<file path="src/rtl/arbiter_pkg.sv">
// rtl/arbiter_pkg.sv - shared state encoding and helpers for the round-robin arbiter
//
// Purpose: holds the arbiter FSM state type and a constant-foldable ceil(log2)
// helper. The helper is used to size the grant index and the hold counter.
// Ports: none (package).
package arbiter_pkg;

  typedef enum logic {
    IDLE  = 1'b0,
    GRANT = 1'b1
  } state_t;

  // ceil(log2(value)); clog2(1) == 0, clog2(2) == 1, clog2(5) == 3.
  function automatic int clog2(input int value);
    int r;
    r = 0;
    for (int i = 0; i < 31; i++) begin
      if ((32'sd1 <<< i) < value) r = i + 1;
    end
    return r;
  endfunction

endpackage

</file>
<file path="src/rtl/arbiter_rr_prio_pick.sv">
// rtl/arbiter_rr_prio_pick.sv - lowest-index picker over a masked request vector
//
// Purpose: combinational priority pick of the lowest-index bit set in req & mask.
// Ports:
//   req    [N-1:0]   request vector
//   mask   [N-1:0]   eligibility mask (1 = may win)
//   onehot [N-1:0]   one-hot winner, zero when nothing eligible
//   idx    [IDW-1:0] winner index, zero when nothing eligible
//   found            high when an eligible request exists
module arb_prio_pick #(
  parameter int N   = 4,
  parameter int IDW = 2
) (
  input  logic [N-1:0]   req,
  input  logic [N-1:0]   mask,
  output logic [N-1:0]   onehot,
  output logic [IDW-1:0] idx,
  output logic           found
);

  always_comb begin
    onehot = '0;
    idx    = '0;
    found  = 1'b0;
    // Scan downward so the lowest eligible index is the last one written.
    for (int i = N - 1; i >= 0; i--) begin
      if (req[i] && mask[i]) begin
        onehot    = '0;
        onehot[i] = 1'b1;
        idx       = IDW'(i);
        found     = 1'b1;
      end
    end
  end

endmodule

</file>
<file path="src/rtl/arbiter_rr.sv">
// rtl/arbiter_rr.sv - N-way round-robin / fixed-priority arbiter with hold limit
//
// Purpose: registered one-hot grant among N requesters. mode=0 round-robin from
// ptr, mode=1 fixed priority (index 0 highest). A holder keeps the grant while
// it requests, up to MAX_HOLD cycles when others are waiting (0 = unlimited).
// Ports:
//   clk               rising-edge clock
//   rst               synchronous active-high reset
//   mode              0 = round-robin, 1 = fixed priority
//   req    [N-1:0]    request vector
//   gnt    [N-1:0]    registered one-hot grant
//   gnt_valid         high while a grant is held
//   gnt_id [IDW-1:0]  index of the granted requester, 0 when idle
module arbiter_rr
  import arbiter_pkg::*;
#(
  parameter int N        = 4,
  parameter int MAX_HOLD = 8,
  parameter int IDW      = clog2(N)
) (
  input  logic           clk,
  input  logic           rst,
  input  logic           mode,
  input  logic [N-1:0]   req,
  output logic [N-1:0]   gnt,
  output logic           gnt_valid,
  output logic [IDW-1:0] gnt_id
);

  // Counter keeps at least one bit so MAX_HOLD=0 still elaborates.
  localparam int CW_RAW = clog2(MAX_HOLD + 1);
  localparam int CW     = (CW_RAW < 1) ? 1 : CW_RAW;
  localparam logic [CW-1:0] CNT_MAX = (MAX_HOLD == 0) ? '0 : CW'(MAX_HOLD - 1);

  state_t         state_q, state_d;
  logic [N-1:0]   gnt_q, gnt_d;
  logic           gnt_valid_q, gnt_valid_d;
  logic [IDW-1:0] gnt_id_q, gnt_id_d;
  logic [IDW-1:0] ptr_q, ptr_d;
  logic [CW-1:0]  cnt_q, cnt_d;

  logic [N-1:0]   cand;
  logic [N-1:0]   above_mask;
  logic [N-1:0]   all_mask;
  logic [N-1:0]   m_onehot, f_onehot, win_onehot;
  logic [IDW-1:0] m_idx, f_idx, win_idx, ptr_next;
  logic           m_found, f_found, win_found;
  logic           holder_req, limit_hit;

  // The current holder never competes in its own re-arbitration: either it has
  // dropped its request or it is being forced off by the hold limit.
  always_comb begin
    cand     = (state_q == GRANT) ? (req & ~gnt_q) : req;
    all_mask = '1;
    for (int i = 0; i < N; i++) begin
      above_mask[i] = (IDW'(i) >= ptr_q);
    end
  end

  arb_prio_pick #(.N(N), .IDW(IDW)) u_pick_masked (
    .req    (cand),
    .mask   (above_mask),
    .onehot (m_onehot),
    .idx    (m_idx),
    .found  (m_found)
  );

  arb_prio_pick #(.N(N), .IDW(IDW)) u_pick_fallback (
    .req    (cand),
    .mask   (all_mask),
    .onehot (f_onehot),
    .idx    (f_idx),
    .found  (f_found)
  );

  always_comb begin
    // Round-robin wraps to the unmasked search when nothing sits at/above ptr.
    if (!mode && m_found) begin
      win_onehot = m_onehot;
      win_idx    = m_idx;
    end else begin
      win_onehot = f_onehot;
      win_idx    = f_idx;
    end
    win_found  = f_found;
    ptr_next   = (win_idx == IDW'(N - 1)) ? '0 : win_idx + 1'b1;
    holder_req = |(req & gnt_q);
    limit_hit  = (MAX_HOLD != 0) && (cnt_q == CNT_MAX);

    state_d     = state_q;
    gnt_d       = gnt_q;
    gnt_valid_d = gnt_valid_q;
    gnt_id_d    = gnt_id_q;
    ptr_d       = ptr_q;
    cnt_d       = cnt_q;

    case (state_q)
      IDLE: begin
        cnt_d = '0;
        if (win_found) begin
          state_d     = GRANT;
          gnt_d       = win_onehot;
          gnt_valid_d = 1'b1;
          gnt_id_d    = win_idx;
          ptr_d       = ptr_next;
        end
      end
      GRANT: begin
        if (holder_req && !(limit_hit && win_found)) begin
          // Holding: count up, saturating at the limit when nobody else waits.
          if (MAX_HOLD != 0 && !limit_hit) cnt_d = cnt_q + 1'b1;
        end else if (win_found) begin
          gnt_d       = win_onehot;
          gnt_valid_d = 1'b1;
          gnt_id_d    = win_idx;
          ptr_d       = ptr_next;
          cnt_d       = '0;
        end else begin
          state_d     = IDLE;
          gnt_d       = '0;
          gnt_valid_d = 1'b0;
          gnt_id_d    = '0;
          cnt_d       = '0;
        end
      end
      default: begin
        state_d     = IDLE;
        gnt_d       = '0;
        gnt_valid_d = 1'b0;
        gnt_id_d    = '0;
        cnt_d       = '0;
      end
    endcase
  end

  always_ff @(posedge clk) begin
    if (rst) begin
      state_q     <= IDLE;
      gnt_q       <= '0;
      gnt_valid_q <= 1'b0;
      gnt_id_q    <= '0;
      ptr_q       <= '0;
      cnt_q       <= '0;
    end else begin
      state_q     <= state_d;
      gnt_q       <= gnt_d;
      gnt_valid_q <= gnt_valid_d;
      gnt_id_q    <= gnt_id_d;
      ptr_q       <= ptr_d;
      cnt_q       <= cnt_d;
    end
  end

  assign gnt       = gnt_q;
  assign gnt_valid = gnt_valid_q;
  assign gnt_id    = gnt_id_q;

endmodule

</file>
<file path="config.mk">
export PLATFORM = sky130hd
export DESIGN_NAME = arbiter_rr
export DESIGN_NICKNAME = d
export VERILOG_FILES = /design/src/rtl/arbiter_pkg.sv /design/src/rtl/arbiter_rr_prio_pick.sv /design/src/rtl/arbiter_rr.sv
export SDC_FILE = /design/constraint.sdc
export NUM_CORES = 1
export LEC_CHECK = 0
export BUFFER_PORTS_ARGS = -buffer_cell sky130_fd_sc_hd__buf_2
export CAP_MARGIN = 30
export CORE_ASPECT_RATIO = 0.8
export CORE_MARGIN = 1
export CORE_UTILIZATION = 52
export CTS_BUF_LIST = sky130_fd_sc_hd__clkbuf_8
export DETAILED_ROUTE_END_ITERATION = 10
export GPL_ROUTABILITY_DRIVEN = 1
export PLACE_DENSITY = 0.77
export SLEW_MARGIN = 25
export SYNTH_ARGS = -nofsm -noshare
export SYNTH_HDL_FRONTEND = slang
export SYNTH_SLANG_ARGS = --single-unit
</file>
<file path="constraint.sdc">
create_clock -name clk -period 1.7 [get_ports clk]
set_clock_uncertainty 0.1 [all_clocks]
set_input_delay 0.255 -clock clk [delete_from_list [all_inputs] [get_ports clk]]
set_output_delay 0.255 -clock clk [all_outputs]
set_load 0.01 [all_outputs]
</file>
==> results of run 1 <==
cell families (layout without fill, tap and decap cells):
kind of cell	count (synthesis)	after routing	synth area share [%]
AOI/OAI and AO/OA	46	46	40.9
xor gates and xnor gates	2	2	1.88
adders and majority gates	1	1	1.35
buffers and inverters	9	45	4.98
DFF	14	14	30.1
muxes	1	1	1.08
and+or+nand+nor	31	31	19.7
power groups by stage:
stage / clock [mW] / sequential, mW / combinational (mW)
2_1_floorplan: 0 / 0.388 / 0.175
3_3_place_gp: 0 / 0.387 / 0.278
3_5_place_dp: 0 / 0.389 / 0.281
4_1_cts: 0.267 / 0.382 / 0.288
5_1_grt: 0.277 / 0.389 / 0.357
6_report: 0.264 / 0.386 / 0.332
cell usage in the layout, fill, tap and decap left out, drive strengths merged:
cell type / netlist / layout
a21o: 1 / 1
dfxtp: 14 / 14
o21bai: 1 / 1
a311oi: 3 / 3
and3: 2 / 2
o21ai: 9 / 9
nand3b: 2 / 2
nand2: 4 / 4
clkbuf: 2 / 3
a21boi: 5 / 5
a21oi: 5 / 5
a22oi: 4 / 4
nand4: 1 / 1
nand2b: 2 / 2
o2111ai: 1 / 1
a22o: 2 / 2
mux2i: 1 / 1
o31ai: 2 / 2
nor2: 9 / 9
ha: 1 / 1
nand3: 7 / 7
inv: 5 / 5
nor3b: 1 / 1
a31oi: 1 / 1
a221oi: 1 / 1
and2: 1 / 1
a211o: 2 / 2
o311ai: 2 / 2
or3: 1 / 1
xnor2: 2 / 2
buf: 2 / 37
a21bo: 3 / 3
a32o: 2 / 2
o211ai: 2 / 2
and2b: 1 / 1
timing repair:
item | in CTS | in global routing
buffers inserted | 2 | 3
gates resized for setup | 3 | 17
cloned | 0 | 0
pin swaps | 5 | 10
setup endpoints to repair | 6 | 13
path summary, 6_finish.rpt:
kind,startpoint,to,slack [ns]
worst min register to register,gnt_id[0]$_SDFFE_PP0P_,gnt_id[0]$_SDFFE_PP0P_,0.37
worst min-delay path,rst,gnt[0]$_SDFFE_PP0P_,0.28
worst max-delay path,state_q$_SDFF_PP0_,ptr_q[1]$_SDFFE_PP0P_,-0.02
worst max register to register,state_q$_SDFF_PP0_,ptr_q[1]$_SDFFE_PP0P_,-0.02
final cells by class:
| type | count | share of cell area, % |
|---|---|---|
| Sequential cell | 14 | 22.1 |
| Clock buffer | 3 | 3.23 |
| Inverter | 5 | 1.47 |
| Tap cell | 22 | 2.15 |
| Timing Repair Buffer | 37 | 19.5 |
| Multi-Input combinational cell | 81 | 51.6 |
layer usage:
metal  global-route usage (%)  share of wire, %
met1                     36.3                43
met2                     52.7                48
met3                     7.36               8.3
met4                     4.41               1.2
met5                        0                 0
worst max-delay path: stages, from the launching register on:
cell      delay (ns)
dfxtp_2         0.34
buf_6           0.13
a21boi_4        0.25
nor2_4          0.10
a221oi_4        0.36
nand4_1         0.22
o311ai_2        0.12
sequential cells by signal, summed over array words and instances (netlist names):
| name | cells |
|---|---|
| cnt_q | 4 |
| gnt | 4 |
| gnt_id | 2 |
| gnt_valid | 1 |
| ptr_q | 2 |
| state_q | 1 |
metrics by stage:
stage | hold WS [ns] | setup WS (ns)
finish | 0.283 | -0.0205
global route | 0.285 | -0.0722
CTS | 0.235 | 0.00835
detailed placement | 0.353 | -0.0491
global placement | 0.353 | -0.0334
floorplan | 0.387 | 0.0406
==> metrics.md, run 1 <==
| Metric | Value |
|---|---|
| Synth top area share | `30.1%` |
| Outcome | `finished, violations left` |
| CTS sink count | `14` |
| Reported net switching power | `316 uW` |
| Post-synth EDFFs | `0` |
| Synth unique cells | `45` |
| First-pass iteration count of the detailed router | `5` |
| CTS clk-pin slew, worst paths | `0.06 ns` |
| Vias per cell | `6.34` |
| Max-cap viol count | `0` |
| R2R cell count | `6` |
| Largest net degree at the start of global routing | `10` |
| Max Clock Freq | `581 MHz` |
| Crit path DAT | `1.77 ns` |
| Synth cell count leaders | `dfxtp_1 (14), nor2_1 (8), nand3_1 (7), o21ai_0 (6), inv_1 (5)` |
| Antenna Nets Post-Route | `0` |
| Post-Synthesis Cells | `104` |
| Count leader, synth | `dfxtp_1` |
| Number of diodes | `0` |
| CP required | `1.75 ns` |
| H-tree level count | `1` |
| Initial antenna violation count | `0` |
| Die Wd | `49.3 um` |
| DR vias | `1027` |
| Routed WL | `2830 um` |
| Proportion of layout cells with a drive suffix above 1 | `46.4%` |
| Period utilization | `101%` |
| DRC Markers | `0` |
| Worst-Margin Slew | `0.306 ns` |
| Combinational share of power | `33.8%` |
| IO Port Bufs | `13` |
| Multi-input logic area | `661 sq um` |
| Area Growth Syn to Fin | `37.7%` |
| Hold path depth | `2` |
| Row count | `13` |
| Initial Util | `56.6%` |
| Number of global-route vias before repair | `894` |
| Rel. slew slack | `79.4%` |
| GRT overflow | `0` |
| Die height | `39.8 um` |
| Leak | `0.575 nW` |
| Setup TNS | `-0.0391 ns` |
| Pwr Total | `982 uW` |
| DP Wirelength | `1890 um` |
| Main synth FF type | `dfxtp_1` |
| Crit path kind | `reg2reg` |
| Seq pwr share | `39.3%` |
| Setup ws final | `-0.0205 ns` |
| Yosys top cell by area | `dfxtp_1` |
| Fillers | `109` |
| Final core occ | `77.9%` |
| Peak VDD IR | `0.761 mV` |
| Synth Net Count | `112` |
| Failing checks | `negative setup slack` |
| Initial DRC count | `48` |
| HP Class | `in2reg` |
| Endpoint class of the critical path | `flip-flop` |
| RSZ-0062 raised after global routing | `yes` |
| Share of power burned in the clock network | `26.9%` |
| WL per Instance | `17.5 um` |
| CTS Buf Count | `3` |
| Power density over the cells | `767 nW/um^2` |
| Hold Vio Cnt, Final | `0` |
| Final nets | `150` |
| IO Pins | `14` |
| Synth warn | `0` |
| Clk buf depth | `2` |
| Seq cells post-synth | `14` |
| Clk_lat worst skew | `0.24 ns` |
| Seq. cell area | `283 sq um` |
| Final std cells w/o fill | `162` |
| Minimum clock period | `1.72 ns` |
| Switching Share | `32.2%` |
| Async S/R FF share, synth | `0%` |
| Hold buffers post-CTS | `0` |
| Placed Cells | `154` |
| Core Footprint | `1640 sq um` |
| GP Congestion | `0.992` |
| Critical path fanouts, max | `7` |
| P_int | `666 uW` |
| Syn_area_per_cell | `8.94 sq um` |
| Worst Setup Start Kind | `flip-flop` |
| DP Area | `1140 sq um` |
| Root Driver | `clkbuf_8` |
| Die area | `1960 sq um` |
| Global-route wire length before repair | `4050 um` |
| GRT Total Usage | `29.3%` |
| Final instance area | `1280 sq um` |
| Final setup viols | `4` |
| Register area share after synthesis | `30.1%` |
| Slew Viols, Final | `0` |
| TritonCTS clock tree | `yes` |
| Largest cells by area after synthesis | `dfxtp_1 (30%), nand3_1 (3.8%), a21bo_2 (3.2%)` |
| Cell Area, Synth | `930 sq um` |
Note: power is estimated with default switching activity, not from simulation.
==> run 2, diff against run 1 <==
- BUFFER_PORTS_ARGS: -buffer_cell sky130_fd_sc_hd__buf_2 -> -buffer_cell sky130_fd_sc_hd__buf_4
==> run 2 against run 1 <==
Against the previous run: the run still ends with negative setup slack left; largest power group unchanged; non-clock buffer count shrank 5; utilization grew 3.8 points; register-to-register slack lost 0.03 ns; via count grew 3.6%; worst setup slack lost 0.031 ns; highest routed layer unchanged; maximum frequency shrank 1.8%; critical path depth grew 1; hold slack lost 0.12 ns.
==> metrics.md, run 2 (synthesized netlist as in run 1, its figures left out) <==
| Metric | Value |
|---|---|
| Hold Vio Cnt, Final | `0 (unchanged)` |
| Initial antenna violation count | `0 (unchanged)` |
| Power density over the cells | `805 nW/um^2 (+4.9%)` |
| Failing checks | `negative setup slack` |
| Leak | `0.582 nW (+1.3%)` |
| Final nets | `145 (-3.3%)` |
| Endpoint class of the critical path | `flip-flop` |
| Initial Util | `56.6% (unchanged)` |
| Minimum clock period | `1.75 ns (+0.0312 ns)` |
| First-pass iteration count of the detailed router | `4 (-1)` |
| Critical path fanouts, max | `8 (+1)` |
| H-tree level count | `1 (unchanged)` |
| Final std cells w/o fill | `158 (-2.5%)` |
| WL per Instance | `20.2 um (+15%)` |
| CTS Buf Count | `3 (unchanged)` |
| Commonest non-fill, non-tap cells in the layout | `buf_4 (29), nor2_1 (8), dfxtp_1 (8), nand3_1 (7), o21ai_1 (6)` |
| GP Congestion | `1.05 (+5.7%)` |
| Outcome | `finished, violations left` |
| GRT Total Usage | `34.2% (+4.9 points)` |
| Gr busiest metal | `met2` |
| IO Pins | `14 (unchanged)` |
| Number of diodes | `0 (unchanged)` |
| GRT overflow | `0 (unchanged)` |
| Largest net degree at the start of global routing | `10 (unchanged)` |
| Clk_lat worst skew | `0.25 ns (about the same)` |
| Setup ws final | `-0.0517 ns (-0.0312 ns)` |
| Antenna Nets Post-Route | `0 (unchanged)` |
| DP Wirelength | `2050 um (+8.5%)` |
| Die Wd | `49.3 um (unchanged)` |
| Met3 GRT Util | `7.36% (unchanged)` |
| Die area | `1960 sq um (unchanged)` |
| Clk buf depth | `2 (unchanged)` |
| Worst-Margin Slew | `0.332 ns (+0.0256 ns)` |
| Max-cap viol count | `0 (unchanged)` |
| GRT met1 Usage | `39.4% (+3.1 points)` |
| Routed WL | `3190 um (+12%)` |
| Most frequent CP cell | `buf_4` |
| Max Clock Freq | `571 MHz (-1.8%)` |
| Hold buffers post-CTS | `0 (unchanged)` |
| Crit path buffers/inverters | `2 (+1)` |
| Commonest non-fill, non-tap cell in the layout | `buf_4` |
| CP delay by family, top | `compound AO/OA/AOI/OAI gates` |
| Global-route wire length before repair | `4680 um (+16%)` |
| DRC Markers | `0 (unchanged)` |
| TritonCTS clock tree | `yes` |
| Vias per cell | `6.73 (+6.2%)` |
| Placed Cells | `152 (-1.3%)` |
| Pwr Total | `1.08 mW (+10%)` |
| Die height | `39.8 um (unchanged)` |
| Rel. slew slack | `77.7% (-1.7 points)` |
| Row count | `13 (unchanged)` |
| CTS clk-pin slew, worst paths | `0.06 ns (about the same)` |
| Slew Viols, Final | `0 (unchanged)` |
| Worst Setup Start Kind | `flip-flop` |
| Final instance area | `1340 sq um (+4.9%)` |
| Peak VDD IR | `0.661 mV (-13%)` |
| WHS | `0.166 ns (-0.116 ns)` |
| RSZ-0062 raised after global routing | `yes` |
| Proportion of layout cells with a drive suffix above 1 | `48.5% (+2.1 points)` |
| HP Class | `in2reg` |
| DP Area | `1170 sq um (+2.6%)` |
| CP required | `1.79 ns (+0.04 ns)` |
| Area Growth Syn to Fin | `44.4%` |
| CTS sink count | `14 (unchanged)` |
| Final setup viols | `2 (-2)` |
| Period utilization | `103% (+1.8 points)` |
| Crit path kind | `reg2reg` |
| IO Port Bufs | `13 (unchanged)` |
| Critical-path cell with the highest stage delay | `dfxtp_2` |
| DR vias | `1064 (+3.6%)` |
| Grt met2 use | `60.6% (+7.9 points)` |
| Crit path DAT | `1.84 ns (+0.07 ns)` |
| Root Driver | `clkbuf_8` |
| Core Footprint | `1640 sq um (unchanged)` |
| Crit path cell chain | `buf_4, a21boi_2, buf_4, a22oi_1, a311oi_1, a211o_1, a21oi_2` |
| Fillers | `91 (-17%)` |
| Initial DRC count | `72 (+50%)` |
| CP max stage delay | `0.35 ns (about the same)` |
| Number of global-route vias before repair | `959 (+7.3%)` |
| Worst slack at placement | `-0.134 ns (-0.0854 ns)` |
| Worst reg-to-reg setup slack | `-0.05 ns (-0.03 ns)` |
==> run 2: changes by cell type in the layout (fill, tap and decap cells not counted), sizes merged <==
cell,delta
buf,-5
clkbuf,+1
==> run 2: repair_timing <==
item	4_1_cts	5_1_grt
cloned	0	0
buffers inserted	0	2
pin swaps	2	11
endpoints found under the setup margin	13	13
gates resized for setup	8	20
==> run 2: worst register-to-register path, stage by stage (launching register included) <==
cell	delay [ns]
dfxtp_2	0.35
buf_4	0.17
a21boi_2	0.07
buf_4	0.15
a22oi_1	0.26
a311oi_1	0.17
a211o_1	0.30
a21oi_2	0.11
==> run 2: power by group <==
part | switching [mW] | internal [mW] | total [mW]
clock network | 0.127 | 0.206 | 0.332
registers | 0.0323 | 0.356 | 0.388
logic | 0.187 | 0.173 | 0.360
==> run 2: final timing paths <==
path	from	end	depth (start not counted)
setup / recovery	state_q$_SDFF_PP0_	gnt[0]$_SDFFE_PP0P_	7
hold / removal	rst	gnt[0]$_SDFFE_PP0P_	2
setup reg to reg	state_q$_SDFF_PP0_	gnt[0]$_SDFFE_PP0P_	7
hold reg to reg	gnt_id[0]$_SDFFE_PP0P_	gnt_id[0]$_SDFFE_PP0P_	1
==> run 2: cell type report <==
class	instances	area, sq um	share of cell area, %
well taps	22	27.5	2.05
flip-flops and latches	14	290	21.6
clock buffers	4	55.1	4.10
repair buffers	32	269	20.0
multi-input cells	81	682	50.8
inverters	5	18.8	1.40
==> run 2: per-layer routing <==
layer	share of wire [%]	wire length, um
met1	40	1290
met2	45	1430
met3	10	334
met4	4.3	138
met5	0	0
==> run 2: stage by stage <==
step                TNS (ns)  util [%]
finish               -0.0737      81.7
global route          -0.332      81.7
CTS                        0      76.2
detailed placement    -0.863      71.1
global placement      -0.217      71.1
floorplan                  0         -
==> run 3, diff against run 2 <==
- BUFFER_PORTS_ARGS: -buffer_cell sky130_fd_sc_hd__buf_4 -> -buffer_cell sky130_fd_sc_hd__buf_2
- CORE_ASPECT_RATIO: 0.8 -> not set
==> run 3 against run 2 <==
Against the previous run: the run still ends with negative setup slack left; die area barely moved; utilization fell by 1.6 points; count of clock-buffer cells in the layout did not move; combinational power fell by 10%; highest routed layer unchanged; hold slack improved by 0.071 ns; sequential share of layout area rose by 0.71 points; wire length fell by 17%; total power fell by 4.6%; global-route usage fell by 6.8 points; largest power group unchanged; sequential power fell by 1%; register-to-register slack improved by 0.02 ns; critical path type unchanged; via count fell by 5.0%.
==> metrics.md, run 3 (synthesized netlist as in run 1, its figures left out) <==
| Metric | Value |
|---|---|
| Worst Setup Start Kind | `flip-flop` |
| Leak | `0.562 nW (-3.5%)` |
| Commonest non-fill, non-tap cell in the layout | `buf_4` |
| DR vias | `1011 (-5.0%)` |
| First-pass iteration count of the detailed router | `4 (unchanged)` |
| CTS sink count | `14 (unchanged)` |
| Number of global-route vias before repair | `911 (-5.0%)` |
| CTS clk-pin slew, worst paths | `0.06 ns (about the same)` |
| Final nets | `146 (+0.69%)` |
| Setup ws final | `-0.0271 ns (+0.0246 ns)` |
| Hold path depth | `2 (unchanged)` |
| Clk_lat worst skew | `0.25 ns (about the same)` |
| Pwr Total | `1.03 mW (-4.6%)` |
| Core Footprint | `1590 sq um (-3.0%)` |
| Clk buf depth | `2 (unchanged)` |
| Hold buffers post-CTS | `0 (unchanged)` |
| P_int | `712 uW (-3.0%)` |
| Die area | `1960 sq um (about the same)` |
| Share of power burned in the clock network | `31.4% (+0.6 points)` |
| GP Congestion | `0.920 (-12%)` |
| Initial Util | `58.3% (+1.7 points)` |
| Placed Cells | `153 (+0.66%)` |
| Switching Share | `30.9% (-1.2 points)` |
| Area Growth Syn to Fin | `37.4%` |
| DP Wirelength | `1830 um (-11%)` |
| Antenna Nets Post-Route | `0 (unchanged)` |
| Final std cells w/o fill | `161 (+1.9%)` |
| Seq pwr share | `37.3% (+1.4 points)` |
| Max Clock Freq | `579 MHz (+1.4%)` |
| Fillers | `109 (+20%)` |
| Reported net switching power | `318 uW (-8.1%)` |
| Commonest non-fill, non-tap cells in the layout | `buf_4 (16), buf_2 (13), dfxtp_1 (10), nor2_1 (8), nand3_1 (7)` |
| Max-cap viol count | `0 (unchanged)` |
| Final setup viols | `2 (unchanged)` |
| Routed WL | `2640 um (-17%)` |
| Endpoint class of the critical path | `flip-flop` |
| Vias per cell | `6.28 (-6.8%)` |
| GRT overflow | `0 (unchanged)` |
| Worst-Margin Slew | `0.326 ns (-0.00582 ns)` |
| Peak VDD IR | `0.582 mV (-12%)` |
| Outcome | `finished, violations left` |
| Power density over the cells | `807 nW/um^2 (+0.23%)` |
| H-tree level count | `1 (unchanged)` |
| IO Port Bufs | `13 (unchanged)` |
| WL per Instance | `16.4 um (-19%)` |
| Combinational share of power | `31.3% (-2.0 points)` |
| Hold Vio Cnt, Final | `0 (unchanged)` |
| Minimum clock period | `1.73 ns (-0.0246 ns)` |
| Crit path DAT | `1.76 ns (-0.08 ns)` |
| Slew Viols, Final | `0 (unchanged)` |
| Setup TNS | `-0.0470 ns (+0.0267 ns)` |
| CTS Buf Count | `3 (unchanged)` |
| Period utilization | `102% (-1.4 points)` |
| Global-route wire length before repair | `3960 um (-15%)` |
| Final core occ | `80.1% (-1.6 points)` |
| Die Wd | `44.3 um (-10%)` |
| DRC Markers | `0 (unchanged)` |
| Initial antenna violation count | `0 (unchanged)` |
| Root Driver | `clkbuf_8` |
| Critical path fanouts, max | `5 (-3)` |
| GRT Total Usage | `27.4% (-6.8 points)` |
| TritonCTS clock tree | `yes` |
| Worst slack at placement | `-0.0486 ns (+0.0859 ns)` |
| Crit path kind | `reg2reg` |
| Die height | `44.3 um (+11%)` |
| Proportion of layout cells with a drive suffix above 1 | `45.3% (-3.3 points)` |
| Rel. slew slack | `78.1% (+0.39 points)` |
| IO Pins | `14 (unchanged)` |
| R2R cell count | `8 (+1)` |
| CP required | `1.73 ns (-0.06 ns)` |
| RSZ-0062 raised after global routing | `yes` |
| Initial DRC count | `35 (-51%)` |
| Failing checks | `negative setup slack` |
| HP Class | `in2reg` |
| Number of diodes | `0 (unchanged)` |
| Row count | `14 (+1)` |
| Largest net degree at the start of global routing | `10 (unchanged)` |
-- run 3: metal layers --
metal | GRT usage, % | share of wire (%)
met1 | 35.9 | 44
met5 | 0 | 0
met3 | 8.16 | 8.2
met2 | 42.6 | 47
met4 | 10.3 | 1.2
-- run 3: area by class of cell --
type                       instances  area (sq um)  share of cell area, %
multi-input combinational         81           649                   50.8
sequential                        14           285                   22.3
timing repair buffer              33           239                   18.7
clock buffer                       4          55.1                   4.31
tap                               24          30.0                   2.35
inverter                           5          18.8                   1.47
-- run 3: power groups by stage --
stage | Combinational [mW] | Sequential, mW | Clock, mW
after floorplan | 0.175 | 0.388 | 0
after global placement | 0.268 | 0.385 | 0
after detailed placement | 0.274 | 0.386 | 0
after CTS | 0.281 | 0.380 | 0.327
after global routing | 0.346 | 0.388 | 0.335
final | 0.323 | 0.384 | 0.324
-- run 3: worst paths after layout --
path / end / from / slack [ns]
min: gnt[0]$_SDFFE_PP0P_ / rst / 0.24
max reg2reg: gnt[0]$_SDFFE_PP0P_ / state_q$_SDFF_PP0_ / -0.03
max: gnt[0]$_SDFFE_PP0P_ / state_q$_SDFF_PP0_ / -0.03
min reg2reg: gnt_id[1]$_SDFFE_PP0P_ / gnt_id[1]$_SDFFE_PP0P_ / 0.37
-- run 3: timing repair --
item                       CTS  global route
setup endpoints to repair    6            11
setup buffers                0             4
pin swaps                    5             7
resized for setup            6            15
-- run 3: metrics by stage --
stage / hold slack (ns) / area, sq um
2_1_floorplan: 0.387 / 930
3_3_place_gp: 0.355 / 1120
3_5_place_dp: 0.359 / 1120
4_1_cts: 0.218 / 1180
5_1_grt: 0.237 / 1280
6_report: 0.237 / 1280
-- run 3: critical path, cell delays in order (launching register included) --
cell and delay, ns:
dfxtp_2 0.34, buf_6 0.13, a21boi_4 0.19, buf_12 0.14, buf_4 0.10, a22oi_2 0.08
a311oi_1 0.31, a211o_1 0.17, a21oi_2 0.05
